==> src/rtl/cnn_pkg.sv <==
// Shared fixed-point constants, layout helpers and the saturating
// shift used by the CNN datapath blocks (and the weight-ROM generator).
package cnn_pkg;
   localparam int CNN_BITWIDTH = 16;
   localparam int CNN_FRAC     = 8;
   localparam int CNN_IN_LEN   = 48;
   localparam int CNN_OUT_LEN  = 10;
   localparam int SAT_W        = 64;

   typedef enum logic [1:0] {FC_IDLE, FC_RUN, FC_FLUSH, FC_DONE} fc_state_e;

   // Never returns less than 1 so single-entry counters still get a bit.
   function automatic int cnn_clog2(input int value);
      int r;
      r = 0;
      while ((1 << r) < value) r++;
      if (r < 1) r = 1;
      return r;
   endfunction

   // Word address of element i (i == in_len is the bias) of neuron n.
   function automatic int wmem_index(input int n, input int i, input int in_len);
      return n * (in_len + 1) + i;
   endfunction

   function automatic logic signed [SAT_W-1:0] sat_shift(
      input logic signed [SAT_W-1:0] acc,
      input int                      frac,
      input int                      bw);
      logic signed [SAT_W-1:0] sh;
      logic signed [SAT_W-1:0] hi;
      logic signed [SAT_W-1:0] lo;
      sh = acc >>> frac;
      hi = (64'sd1 <<< (bw - 1)) - 64'sd1;
      lo = -hi - 64'sd1;
      if (sh > hi) return hi;
      if (sh < lo) return lo;
      return sh;
   endfunction
endpackage

==> src/rtl/fc_layer_if.sv <==
// Synchronous weight-memory read port: the layer drives address/strobe,
// the memory returns data one cycle later and holds it until the next strobe.
interface fc_layer_if #(
   parameter int AW       = 4,
   parameter int BITWIDTH = 16
);
   logic [AW-1:0]              weight_addr;
   logic                       weight_rd_en;
   logic signed [BITWIDTH-1:0] weight_in;

   modport master (output weight_addr, output weight_rd_en, input weight_in);
   modport slave  (input weight_addr, input weight_rd_en, output weight_in);
endinterface

==> src/rtl/fc_mac.sv <==
// Time-multiplexed signed MAC: accumulates w*x, folds in the aligned bias and
// presents the saturated (optionally ReLU'd) neuron result on the bias word.
module fc_mac
   import cnn_pkg::*;
#(
   parameter int BITWIDTH = CNN_BITWIDTH,
   parameter int FRAC     = CNN_FRAC,
   parameter int ACCWIDTH = 40,
   parameter int RELU     = 1
) (
   input  logic                       clk,
   input  logic                       rst_n,
   input  logic                       clken,
   input  logic                       consume,
   input  logic                       is_bias,
   input  logic signed [BITWIDTH-1:0] x,
   input  logic signed [BITWIDTH-1:0] w,
   output logic signed [BITWIDTH-1:0] result
);
   logic signed [ACCWIDTH-1:0]   acc_q, acc_d;
   logic signed [ACCWIDTH-1:0]   prod_ext, bias_al, total;
   logic signed [2*BITWIDTH-1:0] prod;

   always_comb begin
      prod     = x * w;
      prod_ext = ACCWIDTH'(prod);
      bias_al  = ACCWIDTH'(w) <<< FRAC;
      total    = acc_q + bias_al;
      acc_d    = acc_q;
      // Clearing on the bias word lets the next neuron start with no bubble.
      if (consume) acc_d = is_bias ? '0 : acc_q + prod_ext;
      result = BITWIDTH'(sat_shift(SAT_W'(total), FRAC, BITWIDTH));
      if (RELU != 0 && result < 0) result = '0;
   end

   always_ff @(posedge clk or negedge rst_n) begin
      if (!rst_n)     acc_q <= '0;
      else if (clken) acc_q <= acc_d;
   end
endmodule

==> src/rtl/fc_layer.sv <==
// Dense layer: latches the pooled vector, streams OUT_LEN*(IN_LEN+1) weight
// words through one MAC and collects the neuron results in a register file.
module fc_layer
   import cnn_pkg::*;
#(
   parameter int BITWIDTH = CNN_BITWIDTH,
   parameter int FRAC     = CNN_FRAC,
   parameter int IN_LEN   = CNN_IN_LEN,
   parameter int OUT_LEN  = CNN_OUT_LEN,
   parameter int ACCWIDTH = 40,
   parameter int RELU     = 1
) (
   input  logic                         clk,
   input  logic                         rst_n,
   input  logic                         clken,
   input  logic [BITWIDTH*IN_LEN-1:0]   data_in,
   input  logic                         data_valid_in,
   fc_layer_if.master                   wmem,
   output logic [BITWIDTH*OUT_LEN-1:0]  result_out,
   output logic                         result_valid_out,
   output logic                         busy
);
   localparam int WORDS = OUT_LEN * (IN_LEN + 1);
   localparam int AW    = cnn_clog2(WORDS);
   localparam int IW    = cnn_clog2(IN_LEN + 1);
   localparam int NW    = cnn_clog2(OUT_LEN);

   fc_state_e                    state_q, state_d;
   logic                         dv_prev_q;
   logic [AW-1:0]                addr_q, addr_d;
   logic [IW-1:0]                i_q, i_d, ci_q, ci_d;
   logic [NW-1:0]                n_q, n_d, cn_q, cn_d;
   logic                         pend_q, pend_d;
   logic signed [BITWIDTH-1:0]   x_q [IN_LEN];
   logic signed [BITWIDTH-1:0]   x_d [IN_LEN];
   logic [BITWIDTH*OUT_LEN-1:0]  res_q, res_d;
   logic                         accept, issue, last_issue, is_bias;
   logic signed [BITWIDTH-1:0]   x_sel, mac_res;

   assign accept     = (state_q == FC_IDLE) && data_valid_in && !dv_prev_q;
   assign issue      = (state_q == FC_RUN);
   assign last_issue = (addr_q == AW'(WORDS - 1));
   assign is_bias    = (ci_q == IW'(IN_LEN));

   always_ff @(posedge clk or negedge rst_n) begin
      if (!rst_n)     state_q <= FC_IDLE;
      else if (clken) state_q <= state_d;
   end

   always_comb begin
      state_d = state_q;
      case (state_q)
         FC_IDLE:  if (accept) state_d = FC_RUN;
         FC_RUN:   if (last_issue) state_d = FC_FLUSH;
         FC_FLUSH: state_d = FC_DONE;
         FC_DONE:  state_d = FC_IDLE;
         default:  state_d = FC_IDLE;
      endcase
   end

   // The strobe is gated by clken so a stalled cycle never advances the memory.
   always_comb begin
      wmem.weight_rd_en = issue && clken;
      wmem.weight_addr  = addr_q;
      busy              = (state_q != FC_IDLE);
      result_valid_out  = (state_q == FC_DONE);
      result_out        = res_q;
   end

   always_comb begin
      addr_d = addr_q;
      i_d    = i_q;
      n_d    = n_q;
      if (issue) begin
         if (last_issue) begin
            addr_d = '0;
            i_d    = '0;
            n_d    = '0;
         end else begin
            addr_d = addr_q + AW'(1);
            if (i_q == IW'(IN_LEN)) begin
               i_d = '0;
               n_d = n_q + NW'(1);
            end else begin
               i_d = i_q + IW'(1);
            end
         end
      end
      // Consume-side copies line up with the word the memory returns next cycle.
      pend_d = issue;
      ci_d   = i_q;
      cn_d   = n_q;
      x_d    = x_q;
      if (accept)
         for (int k = 0; k < IN_LEN; k++) x_d[k] = data_in[k*BITWIDTH +: BITWIDTH];
      x_sel = '0;
      for (int k = 0; k < IN_LEN; k++)
         if (ci_q == IW'(k)) x_sel = x_q[k];
      res_d = res_q;
      if (pend_q && is_bias)
         for (int k = 0; k < OUT_LEN; k++)
            if (cn_q == NW'(k)) res_d[k*BITWIDTH +: BITWIDTH] = mac_res;
   end

   always_ff @(posedge clk or negedge rst_n) begin
      if (!rst_n) begin
         dv_prev_q <= 1'b0;
         addr_q    <= '0;
         i_q       <= '0;
         n_q       <= '0;
         ci_q      <= '0;
         cn_q      <= '0;
         pend_q    <= 1'b0;
         res_q     <= '0;
      end else if (clken) begin
         dv_prev_q <= data_valid_in;
         addr_q    <= addr_d;
         i_q       <= i_d;
         n_q       <= n_d;
         ci_q      <= ci_d;
         cn_q      <= cn_d;
         pend_q    <= pend_d;
         res_q     <= res_d;
      end
   end

   always_ff @(posedge clk) begin
      if (clken) x_q <= x_d;
   end

   fc_mac #(
      .BITWIDTH (BITWIDTH),
      .FRAC     (FRAC),
      .ACCWIDTH (ACCWIDTH),
      .RELU     (RELU)
   ) u_mac (
      .clk     (clk),
      .rst_n   (rst_n),
      .clken   (clken),
      .consume (pend_q),
      .is_bias (is_bias),
      .x       (x_sel),
      .w       (wmem.weight_in),
      .result  (mac_res)
   );
endmodule

==> src/flat_wrapper.sv <==
// flat-port wrapper written by rule: the top's interface ports become plain ports
module fc_layer_flat import cnn_pkg::*;
#(
   parameter int BITWIDTH = CNN_BITWIDTH,
   parameter int FRAC     = CNN_FRAC,
   parameter int IN_LEN   = CNN_IN_LEN,
   parameter int OUT_LEN  = CNN_OUT_LEN,
   parameter int ACCWIDTH = 40,
   parameter int RELU     = 1
)
  (clk, rst_n, clken, data_in, data_valid_in, result_out, result_valid_out, busy, wmem_weight_addr, wmem_weight_rd_en, wmem_weight_in);
  fc_layer_if #(.BITWIDTH(BITWIDTH)) wmem_i ();
  input  logic clk;
  input  logic rst_n;
  input  logic clken;
  input  logic [BITWIDTH*IN_LEN-1:0] data_in;
  input  logic data_valid_in;
  output logic [BITWIDTH*OUT_LEN-1:0] result_out;
  output logic result_valid_out;
  output logic busy;
  output wire logic [$bits(wmem_i.weight_addr)-1:0] wmem_weight_addr;
  output wire logic [$bits(wmem_i.weight_rd_en)-1:0] wmem_weight_rd_en;
  input wire logic [$bits(wmem_i.weight_in)-1:0] wmem_weight_in;
  assign wmem_weight_addr = wmem_i.weight_addr;
  assign wmem_weight_rd_en = wmem_i.weight_rd_en;
  assign wmem_i.weight_in = wmem_weight_in;
  fc_layer #(.BITWIDTH(BITWIDTH), .FRAC(FRAC), .IN_LEN(IN_LEN), .OUT_LEN(OUT_LEN), .ACCWIDTH(ACCWIDTH), .RELU(RELU)) u_core (.clk(clk), .rst_n(rst_n), .clken(clken), .data_in(data_in), .data_valid_in(data_valid_in), .wmem(wmem_i), .result_out(result_out), .result_valid_out(result_valid_out), .busy(busy));
endmodule
==> config.mk <==
export PLATFORM = sky130hd
export DESIGN_NAME = fc_layer_flat
export DESIGN_NICKNAME = d
export VERILOG_FILES = /design/src/rtl/cnn_pkg.sv /design/src/rtl/fc_layer_if.sv /design/src/rtl/fc_mac.sv /design/src/rtl/fc_layer.sv /design/src/flat_wrapper.sv
export SDC_FILE = /design/constraint.sdc
export NUM_CORES = 2
export LEC_CHECK = 0
export CORE_MARGIN = 10
export CORE_UTILIZATION = 40
export CTS_CLUSTER_DIAMETER = 200
export DETAILED_ROUTE_END_ITERATION = 12
export HOLD_SLACK_MARGIN = 0.05
export REMOVE_ABC_BUFFERS = 1
export SYNTH_ARGS = -nofsm -noshare
export SYNTH_HDL_FRONTEND = slang
export SYNTH_HIERARCHICAL = 1
export SYNTH_SLANG_ARGS = --single-unit
==> constraint.sdc <==
create_clock -name clk -period 24.6 [get_ports clk]
set_input_delay 6.15 -clock clk [delete_from_list [all_inputs] [get_ports clk]]
set_output_delay 6.15 -clock clk [all_outputs]
set_load 0.005 [all_outputs]
# Yosys cells after proc, flatten, opt, wreduce, memory -nomap -nowiden

Cells that the tools add are included.

Flip-flop bits (word level): 1001
Bits in read-only memories: 0
Output and inout bits: 167
Bits in latches: 0
Word-level logic and storage cells: 230
Memories kept: 0
Input port bits: 788
Memory bits (writable): 0

Divide/modulo/power cells: 0
Shift operators: 0
Add/sub/neg operators: 5
Reduce and logical (&&, ||, !) cells: 25
$lt $le $gt $ge: 3
Multiplexer cells: 65
Eq/ne operators: 64
Multipliers: 1
Bitwise gates (word level): 0

Operator list:

| cell                 | count |
|---|---|
| $mux 16              | 53 |
| $eq 6x6->1 const B   | 18 |
| $eq 6x5->1 const B   | 16 |
| $eq 6x4->1 const B   | 8 |
| $add 40x24->40       | 1 |
| $add 40x40->40       | 1 |
| $mux 40              | 1 |
| $reduce_and 3->1     | 12 |
| $gt 32x16->1 const B | 1 |
| $lt 32x16->1 const B | 1 |
| $mul 16x16->32       | 1 |
| $eq 6x3->1 const B   | 4 |
| $eq 4x3->1 const B   | 4 |
| $lt 16x1->1 const B  | 1 |
| $eq 6x2->1 const B   | 2 |
| $mux 6               | 2 |
| $add 9x1->9 const B  | 1 |
| $eq 9x9->1 const B   | 1 |
| $mux 9               | 1 |
| $eq 4x2->1 const B   | 2 |
| $eq 4x4->1 const B   | 2 |
| $mux 4               | 2 |
| $pmux 2 s4           | 1 |
| $add 6x1->6 const B  | 1 |
| 16 further kinds     | 26 |

# Logic depth before layout (Yosys ltp)

Word-level depth: 52
Gate-level depth with buffers: 48
Mapped depth without buffers: 42

# By module

Netlist, hierarchy kept.

By module, submodules not included:

| module   | instances | cells an instance | area each (um^2) |
|---|---|---|---|
| fc_layer | 1         | 2593              | 39130.0 |
| fc_mac   | 1         | 1745              | 15023.2 |

# Worst setup path after synthesis

Ideal clock, no wire load.

Path kind: input to register
From: input clken
To: register u_core/x_q[0] (netlist name) (enable)
Setup slack: -1009 ps
Data arrival time: 24368 ps
Data required time: 23359 ps
Cell stages on the path: 3
Path buffers: 2
Path through: clkbuf_1 > clkbuf_1 > and3_1

Word-level cells in the longest chain between the ends: 1

Ends and longest elaborated chain:

| item                       | line               | source |
|---|---|---|
| from (decl)                | flat_wrapper.sv:15 | `input logic clken;` |
| $reduce_and 2->1 (no line) | -                  |  |
| to (signal assigned)       | fc_layer.sv:128    | `if (clken) x_q <= x_d;` |
| to (decl)                  | fc_layer.sv:34     | `logic signed [BITWIDTH-1:0] x_q [IN_LEN];` |

Every way passes these cells.
A chain may end at the register's enable or synchronous reset.

# Worst setup path in the final report

From: input wmem_weight_in[1]
To: register u_core.u_mac.acc_q[39]

Word-level cells in the longest chain between the ends: 3

Ends and longest elaborated chain:

| item                 | line               | source |
|---|---|---|
| from (decl)          | flat_wrapper.sv:23 | `input wire logic [$bits(wmem_i.weight_in)-1:0] wmem_weight_in;` |
| $mul 16x16->32       | fc_mac.sv:25       | `prod = x * w;` |
| $add 40x40->40       | fc_mac.sv:31       | `if (consume) acc_d = is_bias ? '0 : acc_q + prod_ext;` |
| $mux 40              | fc_mac.sv:31       |  |
| to (signal assigned) | fc_mac.sv:37       | `if (!rst_n) acc_q <= '0;` |
| to (signal assigned) | fc_mac.sv:38       | `else if (clken) acc_q <= acc_d;` |
| to (decl)            | fc_mac.sv:20       | `logic signed [ACCWIDTH-1:0] acc_q, acc_d;` |

Every way passes these cells.

==> results.json <==
{
  "synth_top_area_cell": "edfxtp_1",
  "grt_usage_pct": 27.89,
  "cts_tree": "built",
  "synthTopCellsByCount": "edfxtp_1, nand2_1, inv_1, fa_1, dfrtp_1",
  "ioPinCount": 955,
  "drc_errors": 0,
  "synth_cell_types": 103,
  "drtIter0Drc": 4101,
  "final_cell_area_um2": 69420,
  "post_dp_cell_area_um2": 65640,
  "fmax_ghz": 0.06545,
  "cts-resized-gates": 0,
  "dp_hpwl_um": 169700,
  "core_area_um2": 134000,
  "yosysTopAreaCellShare_pct": 42.59,
  "use_met3_pct": 6.532,
  "setup_slack_ns": 9.321,
  "gp_congestion": 0.9414,
  "setup.worst_path.start_class": "input port",
  "fin_hold_ws_ns": 0.4898,
  "synth_warnings": 6,
  "finalHoldViolCount": 0,
  "die_y_um": 387.9,
  "final_nets": 6479,
  "path_common_cell": "fa_1",
  "slew_headroom_pct": 14.70,
  "grt_max_degree": 190,
  "cap_violations": 0,
  "end_kind": "flip-flop",
  "rsz0062_at_grt": "false",
  "antenna_left": 0,
  "postCtsSetupBuffers": 0,
  "slowest_delay_ns": 1.04,
  "finalCriticalPeriod_ns": 15.28,
  "rows": 134,
  "viasPerCell": 5.646,
  "cp.arrival_ns": 15.86,
  "synth_most_common_cell": "edfxtp_1",
  "clock_latency_ns": 0.76,
  "finalClockSkew_ns": 0.06862,
  "syn_to_final_growth_pct": 28.18,
  "start_util_pct": 40.42,
  "first_global_vias": 40548,
  "netlist_top_cells_area": "edfxtp_1, dfrtp_1, fa_1",
  "cts.path.max_buffers": 3,
  "die_w_um": 387.9,
  "vias": 40513,
  "hold_path.class": "flip-flop to flip-flop",
  "path_class": "input port to flip-flop",
  "top_usage_layer": "met2",
  "use_met1_pct": 34.64,
  "reg2reg_slack_ns": 11.00,
  "critical_path.max_fanout": 18,
  "async_reset_ff_share_pct": 23.28,
  "die_area_um2": 150500,
  "postSynthCellCount": 4338,
  "grt_pass1_wl_um": 304300,
  "seq_area_frac_synth_pct": 53.35,
  "wl_um": 217900,
  "finalSetupViolCount": 0,
  "final_util_pct": 51.82,
  "numCtsBuffers": 108,
  "fin_crit_sh_pct": 62.11,
  "crit_required_ns": 25.18,
  "wl_per_cell_um": 30.36,
  "tightest_slew_ns": 1.272,
  "synth_area_um2": 54150,
  "antenna_found_initial": 101,
  "clock_sinks": 1001,
  "ys_seq_elements": 1001,
  "syn_area_per_cell_um2": 12.48,
  "hold_buffers": 0,
  "io_buffer_count": 954,
  "overflow": 0,
  "gr-usage-met2_pct": 46.43,
  "status": "finished, final reports clean",
  "drv_slew": 0,
  "crit_path_top_delay_cell": "clkdlybuf4s50_1",
  "pre_cts_ws_ns": 8.607,
  "htreeDepth": 3,
  "cts_root_buf": "clkbuf_16",
  "firstDrtPassIters": 6,
  "layout-drive-gt1-share_pct": 9.935,
  "synth-edff-count": 768,
  "clk_pin_slew_worst_paths_ns": 0.06,
  "synthFlopType": "edfxtp_1"
}
[metal layers]
metal  part of all wire (%)  wire length, um
met4                    4.0             8726
met3                    8.3            18080
met5                   0.11              246
met2                     49           106200
met1                     39            84650
[final cells by class]
class	instances	area [um2]
clock inverters	64	742.0
flip-flops and latches	1001	28900
clock buffers	137	2903
repair buffers	1046	10270
inverters	328	1231
well taps	1768	2212
diodes	52	130.1
multi-input cells	2779	23020
fillers	11742	64550
[registers in the layout, summed over array words and instances (netlist names)]
name,cells
u_core/x_q,768
u_core/result_out,160
u_core/u_mac/acc_q,40
u_core/addr_q,9
u_core/ci_d,6
u_core/ci_q,6
u_core/cn_d,4
u_core/cn_q,4
u_core/state_q,2
u_core/dv_prev_q,1
u_core/pend_q,1
[path summary, 6_finish.rpt]
path	from	endpoint	cells past startpoint
min	u_core/u_mac/acc_q[0]$_DFFE_PN0P_	u_core/u_mac/acc_q[0]$_DFFE_PN0P_	2
max	wmem_weight_in[1]	u_core/u_mac/acc_q[39]$_DFFE_PN0P_	29
max in group asynchronous	rst_n	u_core/ci_q[0]$_DFFE_PN0P_	3
min reg2reg	u_core/u_mac/acc_q[0]$_DFFE_PN0P_	u_core/u_mac/acc_q[0]$_DFFE_PN0P_	2
max reg2reg	u_core/ci_q[1]$_DFFE_PN0P_	u_core/u_mac/acc_q[39]$_DFFE_PN0P_	42
min in group asynchronous	rst_n	u_core/u_mac/acc_q[6]$_DFFE_PN0P_	1
[layout by cell type (no fill, tap or decap), types with 25 or more instances in the layout]
cell	count
nor3_1	47
o21ai_1	34
a21oi_1	213
xor2_1	38
clkbuf_16	109
nand3_1	64
nand2b_1	28
o21ai_0	187
a211oi_1	26
mux2_2	200
and3_1	42
fa_1	264
edfxtp_1	768
o211ai_1	27
xnor2_1	62
clkdlybuf4s50_1	953
o22ai_1	58
diode_2	52
inv_1	326
ha_1	163
nand2_1	339
and2_1	135
nand4_1	34
a221oi_1	33
mux2i_1	90
a21o_1	47
buf_4	90
dfrtp_1	229
a22oi_1	38
nor2b_1	25
a31oi_1	39
nor2_1	182
o221ai_1	25
[cells by family (layout without fill, tap and decap cells)]
kind of cell / Yosys count / in the layout / share of synthesized area [%]
AND/OR/NAND/NOR: 1005 / 1005 / 9.448
other: 1 / 53 / 0.006925
buffers and inverters: 558 / 1575 / 4.332
adder cells (fa/ha/maj): 427 / 427 / 13.53
AO/OA/AOI/OAI: 949 / 949 / 11.60
flip-flops: 1001 / 1001 / 53.35
multiplexers: 297 / 297 / 6.114
XOR/XNOR: 100 / 100 / 1.617
[through the flow]
| step | TNS [ns] | std cells |
|---|---|---|
| floorplan | -289.39 | 4108 |
| global placement | 0 | 6922 |
| detailed placement | 0 | 6922 |
| CTS | 0 | 7123 |
| global route | 0 | 7162 |
| finish | 0 | 7175 |
[critical path: cells and delay by family]
family	cells	cell delay, ns
xor+xnor	1	0.18
buf+inv	4	1.30
fa+ha+maj	8	4.33
simple gates	3	1.37
compound gates	13	2.51
Power is left out: the tool's default activity adds up to more than one toggle a clock period on the data nets, which glitch-free logic cannot reach.
